===== config.mk =====
export PLATFORM = sky130hd
export DESIGN_NAME = uart_rx_responder
export DESIGN_NICKNAME = d
export VERILOG_FILES = /design/src/rtl/uart_rx_responder.sv
export SDC_FILE = /design/constraint.sdc
export NUM_CORES = 1
export LEC_CHECK = 0
export BUFFER_PORTS_ARGS = -buffer_cell sky130_fd_sc_hd__buf_4
export CAP_MARGIN = 30
export CORE_MARGIN = 4
export CORE_UTILIZATION = 50
export DETAILED_ROUTE_END_ITERATION = 8
export PLACE_DENSITY = 0.77
export SYNTH_ARGS = -nofsm -noshare
export SYNTH_HDL_FRONTEND = slang
export SYNTH_SLANG_ARGS = --single-unit
export TNS_END_PERCENT = 5

===== constraint.sdc =====
create_clock -name clk -period 10.3 [get_ports clk]
set_clock_uncertainty 0.2 [all_clocks]
set_input_delay 0.515 -clock clk [delete_from_list [all_inputs] [get_ports clk]]
set_output_delay 0.515 -clock clk [all_outputs]
set_load 0.02 [all_outputs]

===== src/rtl/uart_rx_responder.sv =====
// uart_rx_responder
//   Receive half of the memory-mapped UART. Deserialises 8N1 frames (8E1 when
//   UART_RX_PARITY_EN is defined) from rx, stores complete bytes in a FIFO and
//   serves CPU loads through uart_read_en / rd_data.
//
// Ports
//   clk          system clock, rising edge
//   reset        asynchronous, active-low reset
//   rx           serial input, idle high, asynchronous to clk
//   uart_read_en CPU read strobe; pops one FIFO entry per asserted cycle
//   rd_data      {22'b0, overflow, rx_valid, head_byte}; head_byte is 0 when empty
//   rx_valid     FIFO not empty
//   overflow     sticky: a complete byte was dropped because the FIFO was full
//   frame_err    one-cycle pulse on a bad stop bit (or bad parity)
//
// Configuration macro
//   UART_RX_PARITY_EN  adds an even-parity bit after the data bits (8E1 framing)
module uart_rx_responder #(
  parameter int unsigned CLK_FREQ   = 100_000_000,
  parameter int unsigned BAUD       = 9600,
  parameter int unsigned FIFO_DEPTH = 16
) (
  input  logic        clk,
  input  logic        reset,
  input  logic        rx,
  input  logic        uart_read_en,
  output logic [31:0] rd_data,
  output logic        rx_valid,
  output logic        overflow,
  output logic        frame_err
);

  localparam int unsigned ClksPerBit = CLK_FREQ / BAUD;
  localparam int unsigned CntW       = $clog2(ClksPerBit + 1);
  localparam int unsigned PtrW       = $clog2(FIFO_DEPTH);
  localparam int unsigned CountW     = $clog2(FIFO_DEPTH + 1);

  localparam logic [CntW-1:0]   CntFull   = CntW'(ClksPerBit);
  localparam logic [CntW-1:0]   CntHalf   = CntW'(ClksPerBit / 2);
  localparam logic [CountW-1:0] CountFull = CountW'(FIFO_DEPTH);

`ifdef UART_RX_PARITY_EN
  typedef enum logic [2:0] {StIdle, StStart, StData, StParity, StStop, StBreak} state_e;
`else
  typedef enum logic [2:0] {StIdle, StStart, StData, StStop, StBreak} state_e;
`endif

  // Input synchroniser; resets to the idle line level so reset never looks like a start bit.
  logic rx_meta_q, rx_s;

  always_ff @(posedge clk or negedge reset) begin
    if (!reset) begin
      rx_meta_q <= 1'b1;
      rx_s      <= 1'b1;
    end else begin
      rx_meta_q <= rx;
      rx_s      <= rx_meta_q;
    end
  end

  // Receive FSM
  state_e          state_q;
  logic [CntW-1:0] cnt_q;
  logic [2:0]      bit_cnt_q;
  logic [7:0]      shift_q;
  logic            frame_err_q;
  logic            tick;
  logic            parity_ok;
  logic            push;

`ifdef UART_RX_PARITY_EN
  logic parity_q;
  assign parity_ok = ~(^{parity_q, shift_q});
`else
  assign parity_ok = 1'b1;
`endif

  // Sample point: counter reaches 1, then reloads a full bit period.
  assign tick = (cnt_q == CntW'(1));
  assign push = (state_q == StStop) && tick && rx_s && parity_ok;

  always_ff @(posedge clk or negedge reset) begin
    if (!reset) begin
      state_q     <= StIdle;
      cnt_q       <= '0;
      bit_cnt_q   <= '0;
      shift_q     <= '0;
      frame_err_q <= 1'b0;
`ifdef UART_RX_PARITY_EN
      parity_q    <= 1'b0;
`endif
    end else begin
      frame_err_q <= 1'b0;
      if (state_q != StIdle && state_q != StBreak) begin
        cnt_q <= tick ? CntFull : cnt_q - CntW'(1);
      end
      case (state_q)
        StIdle: begin
          if (!rx_s) begin
            state_q   <= StStart;
            cnt_q     <= CntHalf;
            bit_cnt_q <= '0;
          end
        end
        StStart: begin
          if (tick) state_q <= rx_s ? StIdle : StData;
        end
        StData: begin
          if (tick) begin
            shift_q   <= {rx_s, shift_q[7:1]};
            bit_cnt_q <= bit_cnt_q + 3'd1;
            if (bit_cnt_q == 3'd7) begin
`ifdef UART_RX_PARITY_EN
              state_q <= StParity;
`else
              state_q <= StStop;
`endif
            end
          end
        end
`ifdef UART_RX_PARITY_EN
        StParity: begin
          if (tick) begin
            parity_q <= rx_s;
            state_q  <= StStop;
          end
        end
`endif
        StStop: begin
          if (tick) begin
            if (rx_s) begin
              // Good stop bit; a parity mismatch still discards the byte.
              frame_err_q <= ~parity_ok;
              state_q     <= StIdle;
            end else begin
              frame_err_q <= 1'b1;
              state_q     <= StBreak;
            end
          end
        end
        StBreak: begin
          if (rx_s) state_q <= StIdle;
        end
        default: state_q <= StIdle;
      endcase
    end
  end

  // Receive FIFO
  logic [7:0]        mem_q [FIFO_DEPTH];
  logic [PtrW-1:0]   wr_ptr_q, rd_ptr_q;
  logic [CountW-1:0] count_q;
  logic              overflow_q;
  logic              full, pop, do_push;
  logic [7:0]        head_byte;

  assign full     = (count_q == CountFull);
  assign rx_valid = (count_q != '0);
  assign pop      = uart_read_en && rx_valid;
  // When full, a same-cycle pop frees the slot being written.
  assign do_push  = push && (!full || pop);

  always_ff @(posedge clk) begin
    if (do_push) mem_q[wr_ptr_q] <= shift_q;
  end

  always_ff @(posedge clk or negedge reset) begin
    if (!reset) begin
      wr_ptr_q   <= '0;
      rd_ptr_q   <= '0;
      count_q    <= '0;
      overflow_q <= 1'b0;
    end else begin
      if (do_push) wr_ptr_q <= wr_ptr_q + PtrW'(1);
      if (pop)     rd_ptr_q <= rd_ptr_q + PtrW'(1);
      if (do_push && !pop)      count_q <= count_q + CountW'(1);
      else if (pop && !do_push) count_q <= count_q - CountW'(1);
      if (pop)               overflow_q <= 1'b0;
      else if (push && full) overflow_q <= 1'b1;
    end
  end

  assign head_byte = rx_valid ? mem_q[rd_ptr_q] : 8'h00;
  assign overflow  = overflow_q;
  assign frame_err = frame_err_q;
  assign rd_data   = {22'b0, overflow_q, rx_valid, head_byte};

endmodule

==> metrics.yaml <==
synthesis:
  synth-seq-cells: 173
  postSynthAreaPerCell_um2: 16.2
  synthCells: 461
  synthArstFlopShare_pct: 26.0
  ys_seq_area_share_pct: 66.7
  ys_types: 51
  synth-edff-count: 128
  synth.cell_area_um2: 7450
  yosys_warnings: 0
  dominantRegCellSynth: "sky130_fd_sc_hd__edfxtp_1"
run:
  max_cap_viol_count: 0
clock_network:
  cts_num_sinks: 173
  max-clock-path-buffers: 2
  clock-root-buffer: "sky130_fd_sc_hd__clkbuf_16"
  clk_pin_slew_ns: 0.06
  cts-htree-levels: 4
  post_cts_resized: 0
  tritoncts_clock_tree: "yes"
  cts-buffers-inserted: 17
  ctsHoldBuffers: 2
  clkLatencyLatePin_ns: 0.44
  cts.repair_timing.setup_buffer_count: 0
cells_and_area:
  final.fill_count: 1073
  layout-area-overhead-vs-synth_pct: 11.0
  final_layout_size_suffix_gt1_share_pct: 21.0
  final_net_count: 496
  layout_commonest_cell: "sky130_fd_sc_hd__edfxtp_1"
  n_antenna_cell: 0
  most-common-layout-cells: "sky130_fd_sc_hd__edfxtp_1 (128), sky130_fd_sc_hd__dfrtp_1 (42), sky130_fd_sc_hd__mux4_2 (32), sky130_fd_sc_hd__conb_1 (22), sky130_fd_sc_hd__nand2_1 (20)"
floorplan:
  boundaryPins: 39
  die_y_um: 130
  floorplan.die_area_um2: 16900
  number_of_core_rows: 44
  die-width_um: 130
  fp.coreArea_um2: 14600
  initial_core_util_pct: 51.1
detailed_routing:
  drt-wirelength-per-cell_um: 20.8
  vias: 3972
  aggregate_routed_wire_length_um: 14000
  post-route-drc-count: 0
  ant_nets: 0
  number_of_drc_markers_after_the_initial_detailed_route_iteration: 342
  detailedRoute.firstPassIterationCount: 5
  via_per_inst: 5.89
placed_design:
  place_congestion: 0.785
  place.port_buffers: 16
  dp_hpwl_um: 8630
global_routing:
  vias_in_the_first_global_route: 4022
  grt_max_degree: 46
  globalRoute.totalOverflow: 0
  global_routing_usage_on_met1_pct: 23.9
  grt_pass1_wl_um: 22500
  global_route.peak_usage_layer: "met2"
  grt.total_usage_pct: 18.2
  globalRouteMet3Util_pct: 5.85
  global_route.usage.met2_pct: 29.4
  grt_antenna_before_repair: 0
sta:
  setup_viol_count_final: 0
  setup_total_negative_slack_ns: 0
  report.final.slew_viol_count: 0
  worst_slew_pin_slew_ns: 0.829
  relSlewSlack_pct: 44.3
  rsz0062_at_grt: "false"
  max_freq_mhz: 234
  finalCritPeriodShare_pct: 41.5
  final.min_clock_period_ns: 4.27
  hold_viol: 0
setup_path:
  worstSetupPathType: "flip-flop to flip-flop"
  critPathArrivalTime_ns: 4.43
  worst_path_dominant_cell_family: "simple AND/OR/NAND/NOR gates"
  critical-path-slowest-cell: "sky130_fd_sc_hd__or4_1"
  crit_path_start_kind: "flip-flop"
  timing.critical_path.required_ns: 10.46
  critPathMaxStageDelay_ns: 0.64
  timing.critical_path.buf_inv: 1
  critical_path.endpoint_type: "flip-flop"
  worstPathCellList: "or4_1 > or4_4 > a311oi_4 > ha_1 > inv_1 > ha_1 > nor2b_1 > o21a_1 > or3_1 > a21oi_1 > xor2_1"
  crit_fanout: 22
  critical_path.most_common_cell: "sky130_fd_sc_hd__ha_1"
pwr:
  irDropWorstVdd_mv: 0.141
  finalPower_mw: 1.80
  power.density_cell_area_nw_per_um2: 218
  total_leakage_power_nw: 3.33
status:
  run_status: "complete, no violations"
min_path:
  class_of_the_most_critical_hold_timing_path: "flip-flop to flip-flop"
## Yosys cell counts, types with 8 or more instances
library cell	number	share of area, %
sky130_fd_sc_hd__nor2b_1	11	0.92
sky130_fd_sc_hd__a21oi_1	8	0.54
sky130_fd_sc_hd__xnor2_1	15	1.8
sky130_fd_sc_hd__and3_1	11	0.92
sky130_fd_sc_hd__buf_4	24	2.4
sky130_fd_sc_hd__inv_1	13	0.65
sky130_fd_sc_hd__mux2i_1	8	1.1
sky130_fd_sc_hd__dfrtp_1	43	14
sky130_fd_sc_hd__clkbuf_1	10	0.50
sky130_fd_sc_hd__nor2_1	14	0.71
sky130_fd_sc_hd__a211oi_1	18	1.8
sky130_fd_sc_hd__ha_1	14	2.4
sky130_fd_sc_hd__mux4_2	32	9.7
sky130_fd_sc_hd__edfxtp_1	128	52
sky130_fd_sc_hd__o21ai_0	15	1.0
sky130_fd_sc_hd__nand2_1	20	1.0
## area by class of cell
| type | count | area (um2) | share of cell area [%] |
|---|---|---|---|
| sequential | 173 | 4970 | 60.1 |
| inverter | 13 | 48.8 | 0.590 |
| multi-input combinational | 251 | 2220 | 26.9 |
| clock buffer | 18 | 429 | 5.19 |
| timing repair buffer | 21 | 163 | 1.97 |
| clock inverter | 14 | 201 | 2.44 |
| tap | 184 | 230 | 2.78 |
## flip-flops by register name, indices dropped and copies added (netlist names)
register	flops
rx_s	1
rx_meta_q	1
frame_err	1
bit_cnt_q	3
count_q	5
shift_q	8
overflow	1
wr_ptr_q	4
state_q	3
rd_ptr_q	4
mem_q	128
cnt_q	14
## power by group
part           switching, mW  internal (mW)  total (mW)
registers             0.0333          0.760       0.793
clock network          0.281          0.411       0.692
logic                  0.183          0.131       0.313
total                  0.497           1.30        1.80
## per-layer routing
metal  share of wire [%]  wire, um  vias to the layer above
li1                    -         -                     1774
met1                  43      5960                     2054
met2                  50      7030                      127
met3                 6.0       834                       17
met4                 1.3       175                        0
met5                   0         0                        -
## path summary, 6_finish.rpt
check	endpoint	from	slack (ns)	depth (start not counted)
max	count_q[4]$_DFFE_PN0P_	cnt_q[10]$_DFF_PN0_	6.03	11
min	rx_s$_DFF_PN1_	rx_meta_q$_DFF_PN1_	0.16	0
max reg2reg	count_q[4]$_DFFE_PN0P_	cnt_q[10]$_DFF_PN0_	6.03	11
min reg2reg	rx_s$_DFF_PN1_	rx_meta_q$_DFF_PN1_	0.16	0
max in group asynchronous	rd_ptr_q[0]$_DFFE_PN0N_	reset	9.08	2
min in group asynchronous	rd_ptr_q[1]$_DFFE_PN0N_	reset	0.41	2
## metrics by stage
stage / cells / area, um2 / setup WS (ns) / util [%] / hold slack (ns)
detailed placement: 640 / 7620 / 6.06 / 52.2 / 0.151
global placement: 640 / 7620 / 6.22 / 52.2 / 0.149
global route: 674 / 8270 / 5.75 / 56.7 / 0.164
finish: 674 / 8270 / 6.03 / 56.7 / 0.159
floorplan: 482 / 7530 / 6.56 / - / 0.0194
CTS: 674 / 8270 / 6.03 / 56.7 / 0.160
## cells by family (layout without fill, tap and decap cells)
group | after synthesis | in the layout | share of synthesized area, %
flip-flops | 173 | 173 | 66.7
AND/OR/NAND/NOR | 99 | 99 | 7.69
other | 1 | 22 | 0.0503
buffers and inverters | 58 | 66 | 4.48
AO/OA/AOI/OAI | 51 | 51 | 4.62
multiplexers | 47 | 47 | 11.8
adder cells (fa/ha/maj) | 15 | 15 | 2.62
XOR/XNOR | 17 | 17 | 2.00
Power figures use the tool's default switching activity.
